**src/rtl/seg7_scan_driver.sv**
```systemverilog
// Time-multiplexed seven-segment driver with a frame-synchronous shadow load,
// per-digit blinking, decimal points and selectable output polarity.
module seg7_scan_driver #(
   parameter int unsigned NUM_DIGITS   = 4,
   parameter int unsigned SCAN_DIV     = 100000,
   parameter int unsigned BLINK_FRAMES = 64,
   parameter bit          ACTIVE_LOW   = 1'b1
) (
   input  logic                    clk_i,
   input  logic                    rst_i,
   input  logic                    en_i,
   input  logic                    load_i,
   input  logic [5*NUM_DIGITS-1:0] codes_in_i,
   input  logic [NUM_DIGITS-1:0]   dp_in_i,
   input  logic [NUM_DIGITS-1:0]   blink_mask_i,
   output logic [NUM_DIGITS-1:0]   an_o,
   output logic [6:0]              seg_o,
   output logic                    dp_o,
   output logic                    pending_o,
   output logic                    frame_tick_o
);

   localparam int unsigned PrescW = $clog2(SCAN_DIV);
   localparam int unsigned IdxW   = $clog2(NUM_DIGITS);
   localparam int unsigned BlinkW = (BLINK_FRAMES > 1) ? $clog2(BLINK_FRAMES) : 1;

   localparam logic [PrescW-1:0] PrescLast = PrescW'(SCAN_DIV - 1);
   localparam logic [IdxW-1:0]   IdxLast   = IdxW'(NUM_DIGITS - 1);
   localparam logic [BlinkW-1:0] BlinkLast = BlinkW'(BLINK_FRAMES - 1);
   localparam logic [4:0]        CodeBlank = 5'h10;

   logic [PrescW-1:0]       presc_q, presc_d;
   logic [IdxW-1:0]         idx_q, idx_d;
   logic [BlinkW-1:0]       bcnt_q, bcnt_d;
   logic                    phase_q, phase_d;
   logic [5*NUM_DIGITS-1:0] act_code_q, act_code_d, sh_code_q, sh_code_d;
   logic [NUM_DIGITS-1:0]   act_dp_q, act_dp_d, sh_dp_q, sh_dp_d;
   logic                    pending_q, pending_d;
   logic                    frame_tick_q;
   logic [NUM_DIGITS-1:0]   an_q, an_d;
   logic [6:0]              seg_q, seg_d;
   logic                    dp_q, dp_d;

   logic                    slot_tick, frame;
   logic [4:0]              cur_code;
   logic [6:0]              rom_seg;
   logic [NUM_DIGITS-1:0]   an_lit;
   logic [6:0]              seg_lit;
   logic                    dp_lit;

   assign slot_tick = (presc_q == PrescLast);
   assign frame     = slot_tick && (idx_q == IdxLast);
   assign cur_code  = act_code_q[5*idx_q +: 5];

   always_comb begin
      unique case (cur_code)
         5'h00:   rom_seg = 7'b1111110;
         5'h01:   rom_seg = 7'b0110000;
         5'h02:   rom_seg = 7'b1101101;
         5'h03:   rom_seg = 7'b1111001;
         5'h04:   rom_seg = 7'b0110011;
         5'h05:   rom_seg = 7'b1011011;
         5'h06:   rom_seg = 7'b1011111;
         5'h07:   rom_seg = 7'b1110000;
         5'h08:   rom_seg = 7'b1111111;
         5'h09:   rom_seg = 7'b1111011;
         5'h0A:   rom_seg = 7'b1110111;
         5'h0B:   rom_seg = 7'b0011111;
         5'h0C:   rom_seg = 7'b1001110;
         5'h0D:   rom_seg = 7'b0111101;
         5'h0E:   rom_seg = 7'b1001111;
         5'h0F:   rom_seg = 7'b1000111;
         5'h11:   rom_seg = 7'b0001110;
         5'h12:   rom_seg = 7'b0000001;
         5'h13:   rom_seg = 7'b1100111;
         5'h14:   rom_seg = 7'b0000101;
         5'h15:   rom_seg = 7'b0010101;
         5'h16:   rom_seg = 7'b0011101;
         default: rom_seg = 7'b0000000;
      endcase
   end

   always_comb begin
      an_lit  = '0;
      seg_lit = '0;
      dp_lit  = 1'b0;
      if (en_i) begin
         an_lit[idx_q] = 1'b1;
         // A blinking digit stays selected but shows nothing in the off phase.
         if (!(blink_mask_i[idx_q] && phase_q)) begin
            seg_lit = rom_seg;
            dp_lit  = act_dp_q[idx_q];
         end
      end
      an_d  = ACTIVE_LOW ? ~an_lit : an_lit;
      seg_d = ACTIVE_LOW ? ~seg_lit : seg_lit;
      dp_d  = ACTIVE_LOW ? ~dp_lit : dp_lit;
   end

   always_comb begin
      presc_d    = slot_tick ? '0 : presc_q + 1'b1;
      idx_d      = idx_q;
      bcnt_d     = bcnt_q;
      phase_d    = phase_q;
      act_code_d = act_code_q;
      act_dp_d   = act_dp_q;
      sh_code_d  = sh_code_q;
      sh_dp_d    = sh_dp_q;
      pending_d  = pending_q;
      if (slot_tick) begin
         idx_d = (idx_q == IdxLast) ? '0 : idx_q + 1'b1;
      end
      if (frame) begin
         if (bcnt_q == BlinkLast) begin
            bcnt_d  = '0;
            phase_d = ~phase_q;
         end else begin
            bcnt_d = bcnt_q + 1'b1;
         end
         if (pending_q) begin
            act_code_d = sh_code_q;
            act_dp_d   = sh_dp_q;
            pending_d  = 1'b0;
         end
      end
      // A load always lands in the shadow; on a boundary it waits one more frame.
      if (load_i) begin
         sh_code_d = codes_in_i;
         sh_dp_d   = dp_in_i;
         pending_d = 1'b1;
      end
   end

   always_ff @(posedge clk_i) begin
      if (rst_i) begin
         presc_q      <= '0;
         idx_q        <= '0;
         bcnt_q       <= '0;
         phase_q      <= 1'b0;
         act_code_q   <= {NUM_DIGITS{CodeBlank}};
         sh_code_q    <= {NUM_DIGITS{CodeBlank}};
         act_dp_q     <= '0;
         sh_dp_q      <= '0;
         pending_q    <= 1'b0;
         frame_tick_q <= 1'b0;
         an_q         <= {NUM_DIGITS{ACTIVE_LOW}};
         seg_q        <= {7{ACTIVE_LOW}};
         dp_q         <= ACTIVE_LOW;
      end else begin
         presc_q      <= presc_d;
         idx_q        <= idx_d;
         bcnt_q       <= bcnt_d;
         phase_q      <= phase_d;
         act_code_q   <= act_code_d;
         sh_code_q    <= sh_code_d;
         act_dp_q     <= act_dp_d;
         sh_dp_q      <= sh_dp_d;
         pending_q    <= pending_d;
         frame_tick_q <= frame;
         an_q         <= an_d;
         seg_q        <= seg_d;
         dp_q         <= dp_d;
      end
   end

   assign an_o         = an_q;
   assign seg_o        = seg_q;
   assign dp_o         = dp_q;
   assign pending_o    = pending_q;
   assign frame_tick_o = frame_tick_q;

endmodule

```
**config.mk**
```make
export PLATFORM = sky130hd
export DESIGN_NAME = seg7_scan_driver
export DESIGN_NICKNAME = d
export VERILOG_FILES = /design/src/rtl/seg7_scan_driver.sv
export SDC_FILE = /design/constraint.sdc
export NUM_CORES = 1
export LEC_CHECK = 0
export ABC_AREA = 1
export BUFFER_PORTS_ARGS = -buffer_cell sky130_fd_sc_hd__buf_2
export CAP_MARGIN = 20
export CORE_MARGIN = 4
export CORE_UTILIZATION = 35
export DETAILED_ROUTE_END_ITERATION = 7
export PLACE_DENSITY_LB_ADDON = 0.2
export SYNTH_ARGS = -nofsm -noshare
export SYNTH_HDL_FRONTEND = slang
export SYNTH_SLANG_ARGS = --single-unit
```
**constraint.sdc**
```tcl
create_clock -name clk_i -period 1.67 [get_ports clk_i]
set_input_delay 0.4175 -clock clk_i [delete_from_list [all_inputs] [get_ports clk_i]]
set_output_delay 0.4175 -clock clk_i [all_outputs]
set_load 0.02 [all_outputs]
```
Word level (Yosys, flattened, before mapping)
Memories as Yosys holds them, arrays and structs flattened.
Cells that the tools add are included.
W data, S select, Z words.
{"block": "totals", "register_bits": 88, "mem_bits_ro": 224, "output_inout_bits": 14, "wordCells": 50, "mem_count": 1}
{"block": "op_classes", "add_sub_neg": 3, "mul": 1, "n_lt_le_gt_ge": 2, "n_eq_ne": 3, "n_shift": 1, "mux": 15, "bitwise": 4, "reduce_logical": 7}
{"memory": "(name not given)", "words": 32, "word_bits": 7, "rd": 1, "rd_clocked_by_memory_dff": 0, "write_ports": 0, "line_no": "56", "source": "unique case (cur_code)"}
{"op": "$shiftx A20 B6 Y5", "count": 1}
{"op": "$add A17 B1 Y17 const B", "count": 1}
{"op": "$eq A17 B17 Y1 const B", "count": 1}
{"op": "$mux W7", "count": 2}
{"op": "$mux W1", "count": 7}
{"op": "$not A7 Y7", "count": 1}
{"op": "$add A6 B1 Y6 const B", "count": 1}
{"op": "$eq A6 B6 Y1 const B", "count": 1}
{"op": "$mux W6", "count": 1}
{"op": "$mul A3 B2 Y5 const A", "count": 1}
{"op": "$bmux W1 S2", "count": 2}
{"op": "$mux W4", "count": 1}
{"op": "$not A4 Y4", "count": 1}
{"op": "$reduce_and A2 Y1", "count": 2}
{"op": "$logic_and A1 B1 Y1", "count": 3}
{"op": "$lt A2 B3 Y1 const B", "count": 1}
{"op": "$add A2 B1 Y2 const B", "count": 1}
{"op": "$demux W1 S2", "count": 1}
{"op": "$eq A2 B2 Y1 const B", "count": 1}
{"op": "$ge A2 B1 Y1 const B", "count": 1}
{"op": "$mux W2", "count": 1}
{"op": "$not A1 Y1", "count": 2}
{"op": "$reduce_bool A2 Y1", "count": 1}
{"op": "$reduce_or A2 Y1", "count": 1}

Longest topological paths before layout
Gate-level depths: netlist of run 1.
{"block": "depth", "depth_word": 6, "ltp_mapped": 13, "ltp_nobuf": 11}

Worst setup path before layout of run 1
No wires, ideal clock.
{"block": "synth_timing", "path_kind": "register -> register", "start": "register idx_q[0]", "end": "register seg_q[3], in the netlist seg_o[3]", "setup_time_ns": 0.123, "arrival_ns": 1.656, "required_ns": 1.547, "path_slack_ns": -0.109, "path_stages_with_launch": 12, "path_buffers": 2, "cell_sequence": "dfxtp_1 > buf_2 > buf_2 > a21oi_1 > o21ai_0 > nand2_1 > inv_1 > ha_1 > nand3_1 > nand2_1 > a21oi_1 > nand3_1"}
{"block": "synth_between", "elab_chain_len": 6, "word_cells_on_any_way": 9, "cone_classes": "1 x mul; 1 x shift; 4 x mux; 1 x bitwise; 1 x reduce/logical; 1 x memory"}
{"element": "start, declared", "line_no": "33", "source": "logic [IdxW-1:0] idx_q, idx_d;"}
{"element": "start signal, assigned", "line_no": "151", "source": "idx_q <= idx_d;"}
{"element": "$mul A3 B2 Y5 or $bmux W1 S2 (tied branches)", "line_no": "53, 90"}
{"element": "$shiftx A20 B6 Y5 or $mux W1 (tied branches)", "line_no": "53, 90"}
{"element": "$mem_v2 Z32 W7 or $logic_and A1 B1 Y1 (tied branches)"}
{"element": "$mux W7 (*)", "line_no": "90", "source": "if (!(blink_mask_i[idx_q] && phase_q)) begin"}
{"element": "$mux W7 (*)", "line_no": "87", "source": "if (en_i) begin"}
{"element": "$not A7 Y7 (*)", "line_no": "96", "source": "seg_d = ACTIVE_LOW ? ~seg_lit : seg_lit;"}
{"element": "end signal, assigned", "line_no": "147", "source": "seg_q <= {7{ACTIVE_LOW}};"}
{"element": "end signal, assigned", "line_no": "161", "source": "seg_q <= seg_d;"}
{"element": "end, declared", "line_no": "41", "source": "logic [6:0] seg_q, seg_d;"}
Mark *: on every way between the ends. The rest lies on a longest branch, timed or not. The select of a mux whose other input is x is not followed.
A chain may end at the register's enable or synchronous reset.

Worst setup path after layout of run 1
{"block": "layout_timing", "start": "register idx_q[0]", "end": "register seg_q[2], in the netlist seg_o[2]"}
Same word-level chain as after synthesis.

==> results of run 1 <==
-- cell type report --
class                           count  share of cell area [%]
Clock buffer                       11                    4.60
Tap cell                          143                    3.39
Inverter                           62                    4.46
Multi-Input combinational cell    454                    43.4
Sequential cell                    88                    33.6
Clock inverter                      5                    1.07
Timing Repair Buffer               74                    9.49
-- registers in the layout, indices dropped and copies added, names as in the netlist --
| name | cells |
|---|---|
| act_code_q | 20 |
| act_dp_q | 4 |
| an_o | 4 |
| bcnt_q | 6 |
| dp_o | 1 |
| frame_tick_o | 1 |
| idx_q | 2 |
| pending_o | 1 |
| phase_q | 1 |
| presc_q | 17 |
| seg_o | 7 |
| sh_code_q | 20 |
| sh_dp_q | 4 |
-- cell usage in the layout, fill, tap and decap left out, types with 6 or more instances in the layout --
cell       synthesis  routed
nand4_1            8       8
a21oi_1           25      20
nand3_2            1       6
buf_2             10      45
xor2_1             6       6
inv_2              9      12
buf_4              3      23
nand3_1           58      53
nor2_1           122     121
dfxtp_1           88      83
clkbuf_16          0       9
nor3_1             6       6
ha_1              14       9
nand2_1          163     157
inv_1             52      48
o21ai_0           32      29
-- metal layers --
layer | vias to the layer above | wire [um]
met3 | 13 | 336
li1 | 2105 | -
met4 | 0 | 165
met5 | - | 0
met1 | 1750 | 5020
met2 | 59 | 4960
-- kinds of logic after synthesis --
kind of cell | Yosys count | synth area share (%)
AOI/OAI and AO/OA | 60 | 7.19
xor gates and xnor gates | 7 | 1.46
adders and majority gates | 14 | 4.16
buffers and inverters | 85 | 8.49
DFF | 88 | 41.8
and+or+nand+nor | 370 | 36.9
-- worst paths after layout --
| path | start | endpoint | cells after the start |
|---|---|---|---|
| max | idx_q[0]$_SDFFE_PP0N_ | seg_o[2]$_SDFF_PP1_ | 9 |
| min | codes_in_i[9] | sh_code_q[9]$_SDFFE_PP1P_ | 3 |
| max reg2reg | idx_q[0]$_SDFFE_PP0N_ | seg_o[2]$_SDFF_PP1_ | 9 |
| min reg2reg | sh_code_q[19]$_SDFFE_PP1P_ | sh_code_q[19]$_SDFFE_PP1P_ | 2 |
-- where the power goes --
part | switching (mW) | total, mW | internal [mW]
sequential | 0.0355 | 2.18 | 2.15
clock | 0.807 | 2.00 | 1.20
combinational | 0.103 | 0.179 | 0.0759
total | 0.946 | 4.37 | 3.42
-- repair_timing --
action / CTS / global route
pin swaps: 0 / 13
setup buffers: 0 / 5
hold endpoints to repair: 0 / 0
gates resized for setup: 5 / 41
cloned: 1 / 2
endpoints found under the setup margin: 26 / 57
-- worst max-delay path: stages, from the launching register on --
cell and delay (ns):
dfxtp_4 0.37, a21oi_1 0.21, o21ai_2 0.11, nand2_4 0.14, inv_2 0.07, ha_2 0.18, nand3_1 0.09, nand3_1 0.11
a21oi_2 0.16, nand2_1 0.07
==> run_results.csv, run 1 <==
group,metric,value,unit
final_layout,fin_nets,735,
timing,slew_violations,0,
route,drt_pass1_iterations,4,
placed_design,dpl.hpwl,7.39,mm
clocking,clk_pin_slew_worst_paths,0.06,ns
grt,grt_pass1_vias,3661,
synth,syn_area,0.00421,mm2
clocking,cts-hold-fix-buffers,0,
final_layout,final_area,0.00528,mm2
worst_hold_path,hold_class,"in2reg",
critical_path,ff2ff_setup_slack,0.05,ns
timing,maxSlewHeadroom,70.9,%
route,dr_total_vias,3927,
final_layout,n_antenna_cell,0,
critical_path,worstPathMaxFanout,7,
grt,grt_most_used_layer,"met2",
route,viasPerCell,4.69,
placed_design,post-place-ws,-0.0456,ns
grt,grt_overflow,0,
power,leakage,2.36,nW
synth,ys_warn_count,0,
floorplanning,die_y,118,um
synth,netlist-cell-type-count,27,
grt,grt_max_degree,40,
power,irDropWorstVdd,0.713,mV
synth,yosysTopAreaCellShare,41.8,%
timing,layout_min_cycle_time,1.62,ns
clocking,htree_levels,3,
timing,worst_slew_pin_slew,0.433,ns
critical_path,cp.arrival,1.85,ns
synth,syn_area_per_cell,6.75,um2
grt,grtUsageMet3,3.46,%
run,maxCapViolations,0,
final_layout,synthToLayoutAreaGrowth,25.2,%
route,ant_nets,0,
floorplanning,io-pin-count,46,
timing,fin_ws,0.0513,ns
timing,holdWs,0.286,ns
floorplanning,row_count,39,
synth,ys_seq_elements,88,
route,drt_wl_total,10.5,mm
timing,rsz0062_at_grt,"true",
critical_path,startpoint_type,"register",
power,finalPower,4.37,mW
synth,synth_most_common_cell,"nand2_1",
final_layout,drive_gt1_share,20.7,%
floorplanning,start_util,36.3,%
clocking,clock-sinks,88,
grt,grt_usage,15.4,%
placed_design,dpl.cell_count,813,
run_status,status,"finished clean",
grt,grt_util_met2,24.5,%
critical_path,end_kind,"register",
timing,final_hold_viol_count,0,
grt,use_met1,20.0,%
placed_design,place_congestion,0.888,
clocking,cts_buffers,9,
synth,synth_commonest_cells,"nand2_1, nor2_1, dfxtp_1, nand3_1, inv_1",
timing,clock_skew,0.00745,ns
final_layout,stdcell_count,837,
clocking,cts_tree,"done",
power,p_per_area,828,mW/mm2
synth,yosys-top-cells-area,"dfxtp_1, nand2_1, nor2_1",
floorplanning,die_w,118,um
floorplanning,dieArea,0.0139,mm2
timing,period_share,96.9,%
floorplanning,coreArea,0.0116,mm2
synth,synth-edff-count,0,
final_layout,multiInputGateArea,0.00229,mm2
final_layout,final-seq-area,0.00177,mm2
synth,synth_top_area_cell,"dfxtp_1",
grt,grt_antenna_before_repair,0,
synth,synthesis.nets,670,
clocking,clockBufferDepth,2,
synth,ys.flop_type,"dfxtp_1",
route,route.detailed.wl_per_inst,12.5,um
timing,max_freq,618,MHz
final_layout,fill_cells,1223,
clocking,insertion_delay,0.34,ns
placed_design,io_buffers,45,
clocking,cts_root_buf,"clkbuf_16",
critical_path,cp_data_required_time,1.90,ns
placed_design,placed_area,0.00472,mm2
route,drt_iter0_markers,204,
synth,synthCells,624,
grt,grt_pass1_wl,17.7,mm
route,drc,0,
timing,setup_tns,0,ns
final_layout,fin_util,45.4,%
timing,setup_viol,0,
synth,ys_seq_area_share,41.8,%
critical_path,critical_path_class,"reg2reg",
synth,async_reset_ff_share,0,%
Note: power is estimated with default switching activity, not from simulation.
==> inputs of run 2 (changes only) <==
--- a/config.mk
+++ b/config.mk
@@ -5,7 +5,6 @@
 export SDC_FILE = /design/constraint.sdc
 export NUM_CORES = 1
 export LEC_CHECK = 0
-export ABC_AREA = 1
 export BUFFER_PORTS_ARGS = -buffer_cell sky130_fd_sc_hd__buf_2
 export CAP_MARGIN = 20
 export CORE_MARGIN = 4
==> constraint.sdc (replaced) <==
create_clock -name clk_i -period 1.71 [get_ports clk_i]
set_input_delay 0.4275 -clock clk_i [delete_from_list [all_inputs] [get_ports clk_i]]
set_output_delay 0.4275 -clock clk_i [all_outputs]
set_load 0.02 [all_outputs]
==> run_results.csv, run 2 <==
group,metric,value,unit
critical_path,critical_path_class,"reg2reg",
timing,setup_viol,39,
floorplanning,die_y,115,um
route,dr_total_vias,3230,
floorplanning,row_count,38,
route,drt_wl_total,9.38,mm
clocking,clockBufferDepth,2,
worst_hold_path,worstHoldPathCells,3,
critical_path,cp.arrival,2.09,ns
power,pwr-share-clk,45.1,%
final_layout,final_common_cell,"dfxtp_1",
clocking,insertion_delay,0.33,ns
critical_path,path_delay_family,"simple AND/OR/NAND/NOR gates",
clocking,htree_levels,3,
final_layout,final_cell_mix,"dfxtp_1, nand2_1, buf_2",
placed_design,dpl.hpwl,6.56,mm
synth,yosys-top-cells-area,"dfxtp_1, mux2i_1, nand2_1",
grt,grt_pass1_wl,15.2,mm
synth,synth_top_family_by_area,"simple AND/OR/NAND/NOR gates",
power,switchingPower,0.924,mW
synth,synth_mux_area_share,11.1,%
synth,ys_seq_area_share,43.9,%
timing,period_share,107,%
floorplanning,io-pin-count,46,
synth,async_reset_ff_share,0,%
critical_path,cp_slowest_cell,"or3b_4",
run_status,status,"finished with violations",
critical_path,worst_r2r_path_depth,8,
worst_hold_path,min_to,"sh_code_q[19]$_SDFFE_PP1P_",
floorplanning,dieArea,0.0132,mm2
run,maxCapViolations,0,
grt,grt_antenna_before_repair,0,
critical_path,cp_data_required_time,1.98,ns
power,p_per_area,792,mW/mm2
timing,final_hold_viol_count,0,
timing,max_freq,548,MHz
clocking,clk_pin_slew_worst_paths,0.06,ns
synth,synth_compound_area_share,9.43,%
floorplanning,die_w,115,um
final_layout,largestRegisters,"act_code_q (20), sh_code_q (20), presc_q (17)",
critical_path,end_kind,"register",
power,seqPwrFrac,49.1,%
final_layout,n_antenna_cell,0,
critical_path,startpoint_type,"register",
timing,clock_skew,0.00473,ns
route,drt_iter0_markers,139,
critical_path,slowest_delay,0.42,ns
synth,syn_area,0.00401,mm2
synth,syn_area_per_cell,9.43,um2
placed_design,post-place-ws,-0.156,ns
synth,synthAdderAreaFrac,4.37,%
synth,netlist-cell-type-count,53,
grt,grt_overflow,0,
worst_hold_path,hp-start,"codes_in_i[19]",
clocking,cts_buffers,9,
clocking,cts_tree,"done",
critical_path,cp_num_buf_inv,2,
clocking,clock-sinks,88,
placed_design,place_congestion,0.819,
worst_hold_path,hold_class,"in2reg",
synth,synth_commonest_cells,"dfxtp_1, nand2_1, nor2_1, a21oi_1, nand3_1",
critical_path,r2r_start,"presc_q[1]$_SDFF_PP0_",
synth,ys.flop_type,"dfxtp_1",
synth,synthCells,425,
synth,yosysTopAreaCellShare,43.9,%
placed_design,io_buffers,45,
power,comb_power_share,5.8,%
final_layout,drive_gt1_share,40.2,%
route,drt_pass1_iterations,4,
critical_path,reg2reg_to,"act_code_q[16]$_SDFFE_PP0P_",
clocking,cts_root_buf,"clkbuf_16",
timing,worst_slew_pin_slew,0.354,ns
timing,rsz0062_at_grt,"true",
timing,layout_min_cycle_time,1.83,ns
route,ant_nets,0,
route,route.detailed.wl_per_inst,14.3,um
grt,grt_max_degree,30,
floorplanning,coreArea,0.0110,mm2
synth,synthSimpleGateAreaFrac,22.6,%
critical_path,worstPathMaxFanout,5,
timing,slew_violations,0,
grt,grt_usage,14.6,%
power,irDropWorstVdd,0.547,mV
timing,maxSlewHeadroom,76.3,%
synth,synth-edff-count,0,
synth,synth_most_common_cell,"dfxtp_1",
grt,grt_pass1_vias,3019,
synth,synth_top_area_cell,"dfxtp_1",
final_layout,fin_nets,558,
route,viasPerCell,4.93,
route,drc,0,
synth,synth_xor_area_share,3.28,%
critical_path,path_cells,"ha_4 -> or3b_4 -> nor2_8 -> and3_4 -> buf_12 -> buf_8 -> nand3_2 -> a21oi_2",
synth,ys_warn_count,0,
power,intPower,3.40,mW
power,power_switching_share,21.4,%
power,leakage,2.14,nW
synth,ys_seq_elements,88,
synth,synthesis.nets,471,
timing,fin_ws,-0.116,ns
final_layout,synthToLayoutAreaGrowth,36.2,%
final_layout,fin_util,49.5,%
critical_path,ff2ff_setup_slack,-0.12,ns
run_status,violations,"setup timing",
floorplanning,start_util,36.3,%
==> run 2: power groups by stage <==
| stage | Clock, mW | Combinational (mW) | Sequential, mW |
|---|---|---|---|
| floorplan | 0 | 0.134 | 2.16 |
| CTS | 2.01 | 0.239 | 2.12 |
| global placement | 0 | 0.221 | 2.16 |
| detailed placement | 0 | 0.224 | 2.17 |
| global route | 2.10 | 0.276 | 2.13 |
| finish | 1.95 | 0.250 | 2.12 |
==> run 2: metal layers <==
layer | vias up | global-route usage, % | wire, um
met1 | 1523 | 19.9 | 4490
met5 | - | 0 | 0
met4 | 0 | 5.16 | 126
met3 | 8 | 3.63 | 478
met2 | 58 | 22.6 | 4290
li1 | 1641 | - | -
==> run 2: metrics by stage <==
step                hold slack [ns]  cell area (um2)  power, mW  TNS, ns  std cells
floorplan                     0.419             4070       2.30   -0.903        425
global placement              0.444             4720       2.39    -1.10        632
detailed placement            0.451             4720       2.39    -1.63        632
CTS                           0.300             5260       4.36    -3.75        658
global route                  0.307             5460       4.51    -5.95        655
finish                        0.311             5460       4.32    -1.97        655
==> run 2: final cells by class <==
class | instances | area [um2]
inverter | 15 | 61.3
timing repair buffer | 100 | 779
multi-input combinational | 298 | 2380
tap | 140 | 175
sequential | 88 | 1770
fill | 1044 | 5570
clock inverter | 3 | 42.5
clock buffer | 11 | 253
==> run 2: cells by family after synthesis <==
kind of cell | after synthesis
xor+xnor | 15
compound gates | 65
mux | 34
fa+ha+maj | 14
simple gates | 170
buf+inv | 39
flops | 88
==> run 2: repair_timing <==
item                       in CTS  in global routing
setup buffers                   9                  3
pin swaps                      14                 30
setup endpoints to repair      40                 57
hold buffers                    0                  0
gates cloned                    3                  0
resized for setup              28                 62
==> run 2: worst min-delay path, cell delays in order <==
cell and delay [ns]:
buf_2 0.07, nand2_1 0.04, o211ai_1 0.06
==> run 2: worst max-delay path by stage <==
stage,from,to,slack [ns],cells after the start
after floorplan,idx_q[0]$_SDFFE_PP0N_,seg_o[5]$_SDFF_PP1_,-0.17,8
after global placement,idx_q[0]$_SDFFE_PP0N_,seg_o[2]$_SDFF_PP1_,-0.18,7
after detailed placement,idx_q[0]$_SDFFE_PP0N_,seg_o[5]$_SDFF_PP1_,-0.16,7
after CTS,idx_q[0]$_SDFFE_PP0N_,seg_o[5]$_SDFF_PP1_,-0.12,7
after global routing,idx_q[0]$_SDFFE_PP0N_,seg_o[6]$_SDFF_PP1_,-0.19,6
final,presc_q[1]$_SDFF_PP0_,act_code_q[16]$_SDFFE_PP0P_,-0.12,8
==> inputs of run 3 (changes only) <==
==> constraint.sdc (replaced) <==
create_clock -name clk_i -period 2.2 [get_ports clk_i]
set_input_delay 0.55 -clock clk_i [delete_from_list [all_inputs] [get_ports clk_i]]
set_output_delay 0.55 -clock clk_i [all_outputs]
set_load 0.02 [all_outputs]
==> run_results.csv, run 3 (synthesized netlist as in run 2, its figures left out) <==
group,metric,value,unit
route,route.detailed.wl_per_inst,13.7,um
timing,layout_min_cycle_time,2.01,ns
worst_hold_path,hold_class,"in2reg",
run_status,status,"finished clean",
route,drt_wl_total,8.45,mm
grt,grt_overflow,0,
run,maxCapViolations,0,
final_layout,largestRegisters,"act_code_q (20), sh_code_q (20), presc_q (17)",
floorplanning,die_y,115,um
clocking,cts_root_buf,"clkbuf_16",
route,drt_iter0_markers,165,
clocking,cts_tree,"done",
final_layout,final_common_cell,"dfxtp_1",
critical_path,end_kind,"register",
route,dr_total_vias,3043,
power,p_per_area,700,mW/mm2
placed_design,io_buffers,45,
final_layout,n_antenna_cell,0,
grt,grt_usage,13.5,%
floorplanning,row_count,38,
placed_design,placed_area,0.00439,mm2
floorplanning,coreArea,0.0110,mm2
final_layout,drive_gt1_share,22.0,%
critical_path,worstPathMaxFanout,7,
timing,clock_skew,0.00759,ns
timing,setup_tns,0,ns
timing,max_freq,498,MHz
clocking,post-cts-setup-buffers,0,
floorplanning,io-pin-count,46,
placed_design,dpl.hpwl,6.09,mm
critical_path,cp_data_required_time,2.47,ns
clocking,cts_buffers,9,
grt,grt_pass1_wl,13.8,mm
final_layout,final_area,0.00467,mm2
grt,grt_antenna_before_repair,0,
placed_design,place_congestion,0.846,
floorplanning,die_w,115,um
timing,slew_violations,0,
clocking,clockBufferDepth,2,
floorplanning,start_util,36.3,%
final_layout,final_cell_mix,"dfxtp_1, nand2_1, buf_2",
timing,fin_ws,0.192,ns
route,ant_nets,0,
route,drc,0,
timing,setup_viol,0,
floorplanning,dieArea,0.0132,mm2
timing,maxSlewHeadroom,69.8,%
clocking,cts_resized,0,
grt,grt_max_degree,32,
power,irDropWorstVdd,0.408,mV
route,drt_pass1_iterations,4,
critical_path,cp.arrival,2.28,ns
final_layout,fin_nets,519,
timing,final_hold_viol_count,0,
timing,rsz0062_at_grt,"false",
power,leakage,1.86,nW
grt,grt_pass1_vias,2739,
timing,period_share,91.3,%
clocking,insertion_delay,0.35,ns
timing,holdWs,0.423,ns
clocking,clk_pin_slew_worst_paths,0.06,ns
route,viasPerCell,4.92,
clocking,htree_levels,3,
timing,worst_slew_pin_slew,0.453,ns
critical_path,startpoint_type,"register",
clocking,cts-hold-fix-buffers,0,
critical_path,critical_path_class,"reg2reg",
final_layout,synthToLayoutAreaGrowth,16.5,%
clocking,clock-sinks,88,
placed_design,post-place-ws,0.186,ns
power,finalPower,3.27,mW
[run 3: cell types whose count changed in the layout (fill, tap and decap cells not counted), moves of 4 or more]
cell | before | now
nor2_4 | 13 | 8
nand3_2 | 9 | 0
nor2_1 | 34 | 39
a21oi_2 | 18 | 0
a21oi_1 | 18 | 36
ha_4 | 4 | 0
buf_4 | 38 | 15
nand2_1 | 48 | 52
buf_12 | 8 | 1
ha_2 | 5 | 0
nand3_1 | 14 | 26
buf_6 | 7 | 0
ha_1 | 5 | 14
[run 3: final timing paths]
kind                         start                        end  slack [ns]  cells past startpoint
max          presc_q[0]$_SDFF_PP0_     bcnt_q[3]$_SDFFE_PP0P_        0.19                      6
min                  codes_in_i[4]  sh_code_q[4]$_SDFFE_PP1P_        0.42                      3
max reg2reg  presc_q[0]$_SDFF_PP0_     bcnt_q[3]$_SDFFE_PP0P_        0.19                      6
min reg2reg  presc_q[0]$_SDFF_PP0_      presc_q[0]$_SDFF_PP0_        0.45                      1
[run 3: metal layers]
metal	wire length [um]	up-vias	GRT usage, %
li1	-	1561	-
met5	0	-	0
met2	3540	61	19.3
met3	500	17	3.26
met4	244	0	7.90
met1	4160	1404	18.4
[run 3: critical path, cell delays in order, from the launching register on]
cell	delay [ns]
dfxtp_1	0.36
ha_1	0.26
or3b_4	0.44
nor2_8	0.17
nand4_2	0.18
or3_1	0.39
a21oi_1	0.14
[run 3: final cells by class]
| cell class | instances | area (um2) |
|---|---|---|
| clock buffer | 14 | 274 |
| clock inverter | 2 | 12.5 |
| fill | 1105 | 6360 |
| inverter | 15 | 56.3 |
| multi-input combinational | 298 | 2030 |
| sequential | 88 | 1760 |
| tap | 140 | 175 |
| timing repair buffer | 61 | 358 |
[run 3: power breakdown]
| part | switching, mW | internal [mW] | leakage [nW] |
|---|---|---|---|
| logic | 0.0896 | 0.0705 | 1.01 |
| clock network | 0.606 | 0.857 | 0.139 |
| registers | 0.0192 | 1.63 | 0.716 |
[run 3: stage by stage]
step                util [%]  std cells
detailed placement      39.8        602
floorplan                  -        425
CTS                     42.4        618
global route            42.4        618
global placement        39.8        602
finish                  42.4        618
